$ cat src/rtl/mips_mem_pkg.sv
// Shared definitions for the load/store unit: FSM state encoding,
// access-size codes and the default word-address width.
package mips_mem_pkg;

    typedef enum logic [2:0] {
        IDLE = 3'd0,
        RD   = 3'd1,
        CAP  = 3'd2,
        WR   = 3'd3,
        DONE = 3'd4
    } lsu_state_e;

    localparam logic [1:0] SZ_BYTE = 2'b00;
    localparam logic [1:0] SZ_HALF = 2'b01;
    localparam logic [1:0] SZ_WORD = 2'b10;

    localparam int ADDR_W_DEF = 16;

    // Illegal size code or an offset that does not fit the access size.
    function automatic logic lsu_bad(
        input logic [1:0] size,
        input logic [1:0] off
    );
        unique case (size)
            SZ_BYTE: lsu_bad = 1'b0;
            SZ_HALF: lsu_bad = off[0];
            SZ_WORD: lsu_bad = |off;
            default: lsu_bad = 1'b1;
        endcase
    endfunction

endpackage

$ cat src/rtl/lsu_lane.sv
// Big-endian lane logic: extracts/extends a load lane and merges a
// store lane into a read word.
// Ports: i_size, i_off, i_uns, i_rdata, i_wdata -> o_ldata, o_merged.
module lsu_lane
    import mips_mem_pkg::*;
(
    input  logic [1:0]  i_size,
    input  logic [1:0]  i_off,
    input  logic        i_uns,
    input  logic [31:0] i_rdata,
    input  logic [15:0] i_wdata,
    output logic [31:0] o_ldata,
    output logic [31:0] o_merged
);

    // Offset 0 is the most significant lane.
    logic [4:0]  w_bsh;
    logic [4:0]  w_hsh;
    logic [7:0]  w_byte;
    logic [15:0] w_half;

    assign w_bsh  = {~i_off, 3'b000};
    assign w_hsh  = {~i_off[1], 4'b0000};
    assign w_byte = 8'(i_rdata >> w_bsh);
    assign w_half = 16'(i_rdata >> w_hsh);

    always_comb begin
        o_ldata  = i_rdata;
        o_merged = i_rdata;
        unique case (i_size)
            SZ_BYTE: begin
                o_ldata  = {{24{~i_uns & w_byte[7]}}, w_byte};
                o_merged = (i_rdata & ~(32'hFF << w_bsh))
                         | (32'(i_wdata[7:0]) << w_bsh);
            end
            SZ_HALF: begin
                o_ldata  = {{16{~i_uns & w_half[15]}}, w_half};
                o_merged = (i_rdata & ~(32'hFFFF << w_hsh))
                         | (32'(i_wdata) << w_hsh);
            end
            default: begin
                o_ldata  = i_rdata;
                o_merged = i_rdata;
            end
        endcase
    end

endmodule

$ cat src/rtl/load_store_unit.sv
// Non-pipelined load/store unit: one request at a time, sub-word
// stores done as read-modify-write. Ports: req_* (CPU side),
// resp_* (completion), mem_* (synchronous data memory).
module load_store_unit
    import mips_mem_pkg::*;
#(
    parameter int ADDR_W = ADDR_W_DEF
) (
    input  logic        clk,
    input  logic        rst_n,
    input  logic        req_valid,
    output logic        req_ready,
    input  logic        req_we,
    input  logic [1:0]  req_size,
    input  logic        req_unsigned,
    input  logic [31:0] req_addr,
    input  logic [31:0] req_wdata,
    output logic        resp_valid,
    output logic [31:0] resp_rdata,
    output logic        resp_err,
    output logic        mem_rd,
    output logic        mem_wr,
    output logic [31:0] mem_addr,
    output logic [31:0] mem_wdata,
    input  logic [31:0] mem_rdata
);

    lsu_state_e  r_state;
    logic        r_we;
    logic [1:0]  r_size;
    logic        r_uns;
    logic [1:0]  r_off;
    logic [15:0] r_wdata;
    logic        r_err;
    logic [31:0] r_rdata;
    logic [31:0] r_mem_addr;
    logic [31:0] r_mem_wdata;

    logic        w_bad;
    logic [31:0] w_ldata;
    logic [31:0] w_merged;
    logic        w_unused;

    assign w_bad    = lsu_bad(req_size, req_addr[1:0]);
    // Address bits above the memory window are dropped on purpose.
    assign w_unused = ^req_addr;

    assign req_ready  = (r_state == IDLE);
    assign mem_rd     = (r_state == RD);
    assign mem_wr     = (r_state == WR);
    assign resp_valid = (r_state == DONE);
    assign resp_err   = r_err & (r_state == DONE);
    assign resp_rdata = r_rdata;
    assign mem_addr   = r_mem_addr;
    assign mem_wdata  = r_mem_wdata;

    lsu_lane u_lane (
        .i_size   (r_size),
        .i_off    (r_off),
        .i_uns    (r_uns),
        .i_rdata  (mem_rdata),
        .i_wdata  (r_wdata),
        .o_ldata  (w_ldata),
        .o_merged (w_merged)
    );

    always_ff @(posedge clk or negedge rst_n) begin
        if (!rst_n) begin
            r_state     <= IDLE;
            r_we        <= 1'b0;
            r_size      <= SZ_BYTE;
            r_uns       <= 1'b0;
            r_off       <= 2'b00;
            r_wdata     <= '0;
            r_err       <= 1'b0;
            r_rdata     <= '0;
            r_mem_addr  <= '0;
            r_mem_wdata <= '0;
        end else begin
            unique case (r_state)
                IDLE: begin
                    if (req_valid) begin
                        r_we       <= req_we;
                        r_size     <= req_size;
                        r_uns      <= req_unsigned;
                        r_off      <= req_addr[1:0];
                        r_wdata    <= req_wdata[15:0];
                        r_err      <= w_bad;
                        r_rdata    <= '0;
                        r_mem_addr <= {{(32-ADDR_W){1'b0}},
                                       req_addr[ADDR_W+1:2]};
                        if (w_bad) begin
                            r_state <= DONE;
                        end else if (!req_we) begin
                            r_state <= RD;
                        end else if (req_size == SZ_WORD) begin
                            r_mem_wdata <= req_wdata;
                            r_state     <= WR;
                        end else begin
                            r_state <= RD;
                        end
                    end
                end
                RD: r_state <= CAP;
                CAP: begin
                    if (!r_we) begin
                        r_rdata <= w_ldata;
                        r_state <= DONE;
                    end else begin
                        r_mem_wdata <= w_merged;
                        r_state     <= WR;
                    end
                end
                WR:   r_state <= DONE;
                DONE: r_state <= IDLE;
                default: r_state <= IDLE;
            endcase
        end
    end

endmodule

$ cat config.mk
export PLATFORM = sky130hd
export DESIGN_NAME = load_store_unit
export DESIGN_NICKNAME = d
export VERILOG_FILES = /design/src/rtl/mips_mem_pkg.sv /design/src/rtl/lsu_lane.sv /design/src/rtl/load_store_unit.sv
export SDC_FILE = /design/constraint.sdc
export NUM_CORES = 1
export LEC_CHECK = 0
export CORE_ASPECT_RATIO = 1.1
export CORE_MARGIN = 8
export CORE_UTILIZATION = 40
export DETAILED_ROUTE_END_ITERATION = 6
export PLACE_DENSITY_LB_ADDON = 0.2
export SYNTH_ARGS = -nofsm -noshare
export SYNTH_HDL_FRONTEND = slang
export SYNTH_SLANG_ARGS = --single-unit
export TNS_END_PERCENT = 10
$ cat constraint.sdc
create_clock -name clk -period 1.65 [get_ports clk]
set_input_delay 0.33 -clock clk [delete_from_list [all_inputs] [get_ports clk]]
set_output_delay 0.33 -clock clk [all_outputs]
set_load 0.005 [all_outputs]
==> impl_metrics.env <==
export IMPL_die_w_um=130.2
export IMPL_root_buffer="clkbuf_16"
export IMPL_wl_per_cell_um=19.75
export IMPL_wl_mm=20.64
export IMPL_die_area_mm2=0.01845
export IMPL_busiest_layer="met2"
export IMPL_hpwlAfterDp_mm=15.81
export IMPL_route_detailed_drc=0
export IMPL_portBuffers=173
export IMPL_max_vdd_ir_drop_v=0.0007411
export IMPL_die_h_um=141.7
export IMPL_layout_worst_path_cycle_share=1.088
export IMPL_synthAdderAreaFrac=0
export IMPL_stdcell_count=1045
export IMPL_seq_power_share=0.291
export IMPL_synth_top_area_frac=0.4619
export IMPL_drt_vias_per_instance=5.381
export IMPL_cellLeakagePower_nw=3.843
export IMPL_dp_cells=1022
export IMPL_synth_simple_area_share=0.1847
export IMPL_crit_chain="buf_6 -> or3b_4 -> buf_8 -> nor2_2 -> nor2_1 -> buf_12 -> a22o_1"
export IMPL_ys_seq_elements=106
export IMPL_use_met1=0.2875
export IMPL_drt_pass1_iter_count=5
export IMPL_post_route_min_period_ns=1.795
export IMPL_n_antenna_cell=0
export IMPL_clock_fmax_ghz=0.5572
export IMPL_final_max_slew_viol_count=0
export IMPL_cts_buffers=9
export IMPL_end_kind="register"
export IMPL_swShare=0.3842
export IMPL_hold_viol=0
export IMPL_clk_path_buf_depth=2
export IMPL_start_kind="register"
export IMPL_yosysWarnings=0
export IMPL_hp_class="register to register"
export IMPL_finalWorstSetupSlack_ns=-0.1445
export IMPL_synth_xor_area_frac=0
export IMPL_worstPathArrival_ns=2.04
export IMPL_cp_max_fo=23
export IMPL_internal_power_w=0.009670
export IMPL_drtIter0Drc=388
export IMPL_synthMuxAreaShare=0.08649
export IMPL_yosysUniqueCellTypes=47
export IMPL_grt_start_max_net_pins=40
export IMPL_cts_htree_levels=3
export IMPL_holdWs_ns=0.4778
export IMPL_num_io_pins=204
export IMPL_drive_above_1_share=0.2216
export IMPL_synth_ff_type="dfrtp_1"
export IMPL_final_nets=951
export IMPL_path_delay_family="simple AND/OR/NAND/NOR gates"
export IMPL_synth_edf_count=0
export IMPL_grtUsageTotal=0.2243
export IMPL_fp_coreArea_mm2=0.01422
export IMPL_numClockSinks=106
export IMPL_antenna_found_initial=0
export IMPL_worst_pin_slew_ns=0.5329
export IMPL_grtUsageMet2=0.3630
export IMPL_seq_area_frac_synth=0.4619
export IMPL_p_sw_w=0.006034
export IMPL_overflow=0
export IMPL_status="finished with violations"
export IMPL_synthTopCellsByArea="dfrtp_1 (46%), nand2_1 (7.7%), mux2_2 (6.9%), a22o_1 (4.0%), nor2_1 (3.1%)"
export IMPL_grt_pass1_wl_mm=32.03
export IMPL_yosys_area_top_type="dfrtp_1"
export IMPL_avgSynthCellArea_um2=9.308
export IMPL_grt_setup_unrepaired="yes"
export IMPL_dp_slack_ns=-0.3843
export IMPL_combPwrFrac=0.565
export IMPL_critPathBufInv=3
export IMPL_synth_top_family_by_area="compound AO/OA/AOI/OAI gates"
export IMPL_max_cap_violations=0
export IMPL_p_total_w=0.01570
export IMPL_grt_pass1_vias=5778
export IMPL_fin_setup_tns_ns=-5.152
export IMPL_final_setup_viol_count=58
export IMPL_power_frac_clock=0.144
export IMPL_critPathRequiredTime_ns=1.89
export IMPL_antenna_left=0
export IMPL_area_growth_pct=52.46
export IMPL_violations="setup timing"
export IMPL_via_count=5623
export IMPL_slowest_delay_ns=0.41
export IMPL_postSynthCellCount=617
export IMPL_grt_use_met3=0.04992
export IMPL_gp_congestion=0.9318
export IMPL_powerDensity_mw_per_mm2=1794
export IMPL_path_clk_slew_ns=0.07
export IMPL_critical_path_class="register to register"
export IMPL_synth_cell_area_mm2=0.005743
export IMPL_async_reset_ff_frac=1.000
export IMPL_synth_compound_area_share=0.2022
export IMPL_cp_slowest_cell="or3b_4"
export IMPL_skew_ns=0.005701
export IMPL_clock_latency_ns=0.35
export IMPL_num_rows=46
export IMPL_tritoncts="done"
export IMPL_slew_limit_headroom=0.6440
export IMPL_initial_core_util=0.4040
-- state kept, by name, indices dropped and copies added (netlist names) --
signal	flops
mem_wdata	32
resp_rdata	32
mem_addr	16
r_wdata	16
r_state	3
r_off	2
r_size	2
r_err	1
r_uns	1
r_we	1
-- metal layers --
metal  share of wire  vias to the layer above  wire length (um)
met4           0.020                        0               423
met5               0                        -                 0
met1            0.42                     2737              8664
met2            0.48                      227              9936
li1                -                     2637                 -
met3           0.078                       22              1614
-- power groups by stage --
stage / combinational (W) / sequential [W] / clock, W
6_report: 0.00887 / 0.00457 / 0.00226
5_1_grt: 0.00965 / 0.00468 / 0.00237
4_1_cts: 0.00879 / 0.00456 / 0.00228
3_5_place_dp: 0.00832 / 0.00458 / 0
3_3_place_gp: 0.00815 / 0.00454 / 0
2_1_floorplan: 0.00428 / 0.00437 / 0
-- timing repair --
item,in CTS,in global routing
hold buffers,1,0
endpoints found under the hold margin,32,0
setup endpoints to repair,61,100
cloned,1,0
resized for setup,62,14
pin swaps,8,3
buffers inserted,6,1
-- layout make-up --
class,count,area (um^2)
tap,192,240.2
multi-input combinational,456,2907
fill,1243,5460
sequential,106,2653
clock inverter,3,46.29
clock buffer,13,260.3
inverter,3,11.26
timing repair buffer,272,2639
-- synth_stat cells (3+ instances only) --
cell type  count
a21oi_1       28
a221oi_1       7
a222oi_1       7
a22o_1        26
a22oi_1       12
a31oi_1       22
a32o_1         9
and3b_1        3
buf_2         18
buf_4         18
clkbuf_1      28
dfrtp_1      106
inv_1          3
mux2_2        35
mux2i_1        8
nand2_1      118
nand2b_1      18
nand3_1       20
nor2_1        48
nor2b_1        4
o21ai_0       35
o2bb2ai_1      9
or2_2          4
-- cell families (layout without fill, tap and decap cells) --
family / after synthesis / in the layout
multiplexers: 45 / 45
flip-flops: 106 / 106
other: 1 / 16
AND/OR/NAND/NOR: 231 / 231
buffers and inverters: 70 / 291
AO/OA/AOI/OAI: 164 / 164
-- metrics by stage --
step | instance area (um^2) | utilization
after global placement | 8203 | 0.5770
after floorplan | 5809 | -
final | 8756 | 0.6159
after CTS | 8713 | 0.6129
after detailed placement | 8203 | 0.5770
after global routing | 8756 | 0.6159
-- worst paths after layout --
path / slack [ns] / from / depth (start not counted) / to
worst max-delay path: -0.14 / r_state[1] / 7 / resp_rdata[18]
worst min-delay path: 0.48 / mem_addr[7] / 2 / mem_addr[7]
worst max register to register: -0.14 / r_state[1] / 7 / resp_rdata[18]
worst min register to register: 0.48 / mem_addr[7] / 2 / mem_addr[7]
max in group asynchronous: 0.55 / rst_n / 3 / r_wdata[14]
min in group asynchronous: 0.50 / rst_n / 2 / r_err
-- cells in the final DEF (no fill, tap or decap), types with 3 or more instances in the layout --
master and n:
clkdlybuf4s50_1 167, nand2_1 116, dfrtp_1 106, buf_4 77
nor2_1 48, mux2_2 35, a22o_1 26, o21ai_0 23
a31oi_1 22, a21oi_1 22, nand3_1 20, nand2b_1 18
conb_1 16, o21ai_1 12, a22oi_1 12, buf_6 11
buf_12 11, o2bb2ai_1 9, clkbuf_16 9, mux2i_1 8
a32o_1 8, a222oi_1 7, a21oi_2 6, or2_2 4
nor2b_1 3, nand2_2 3, inv_1 3, a221oi_2 3
a221oi_1 3, buf_2 3
-- worst reg2reg max path, cell delays in order (launching register included) --
cell     delay (ns)
dfrtp_1        0.39
buf_6          0.12
or3b_4         0.41
buf_8          0.16
nor2_2         0.11
nor2_1         0.08
buf_12         0.16
a22o_1         0.25
(Power assumes the default switching activity.)
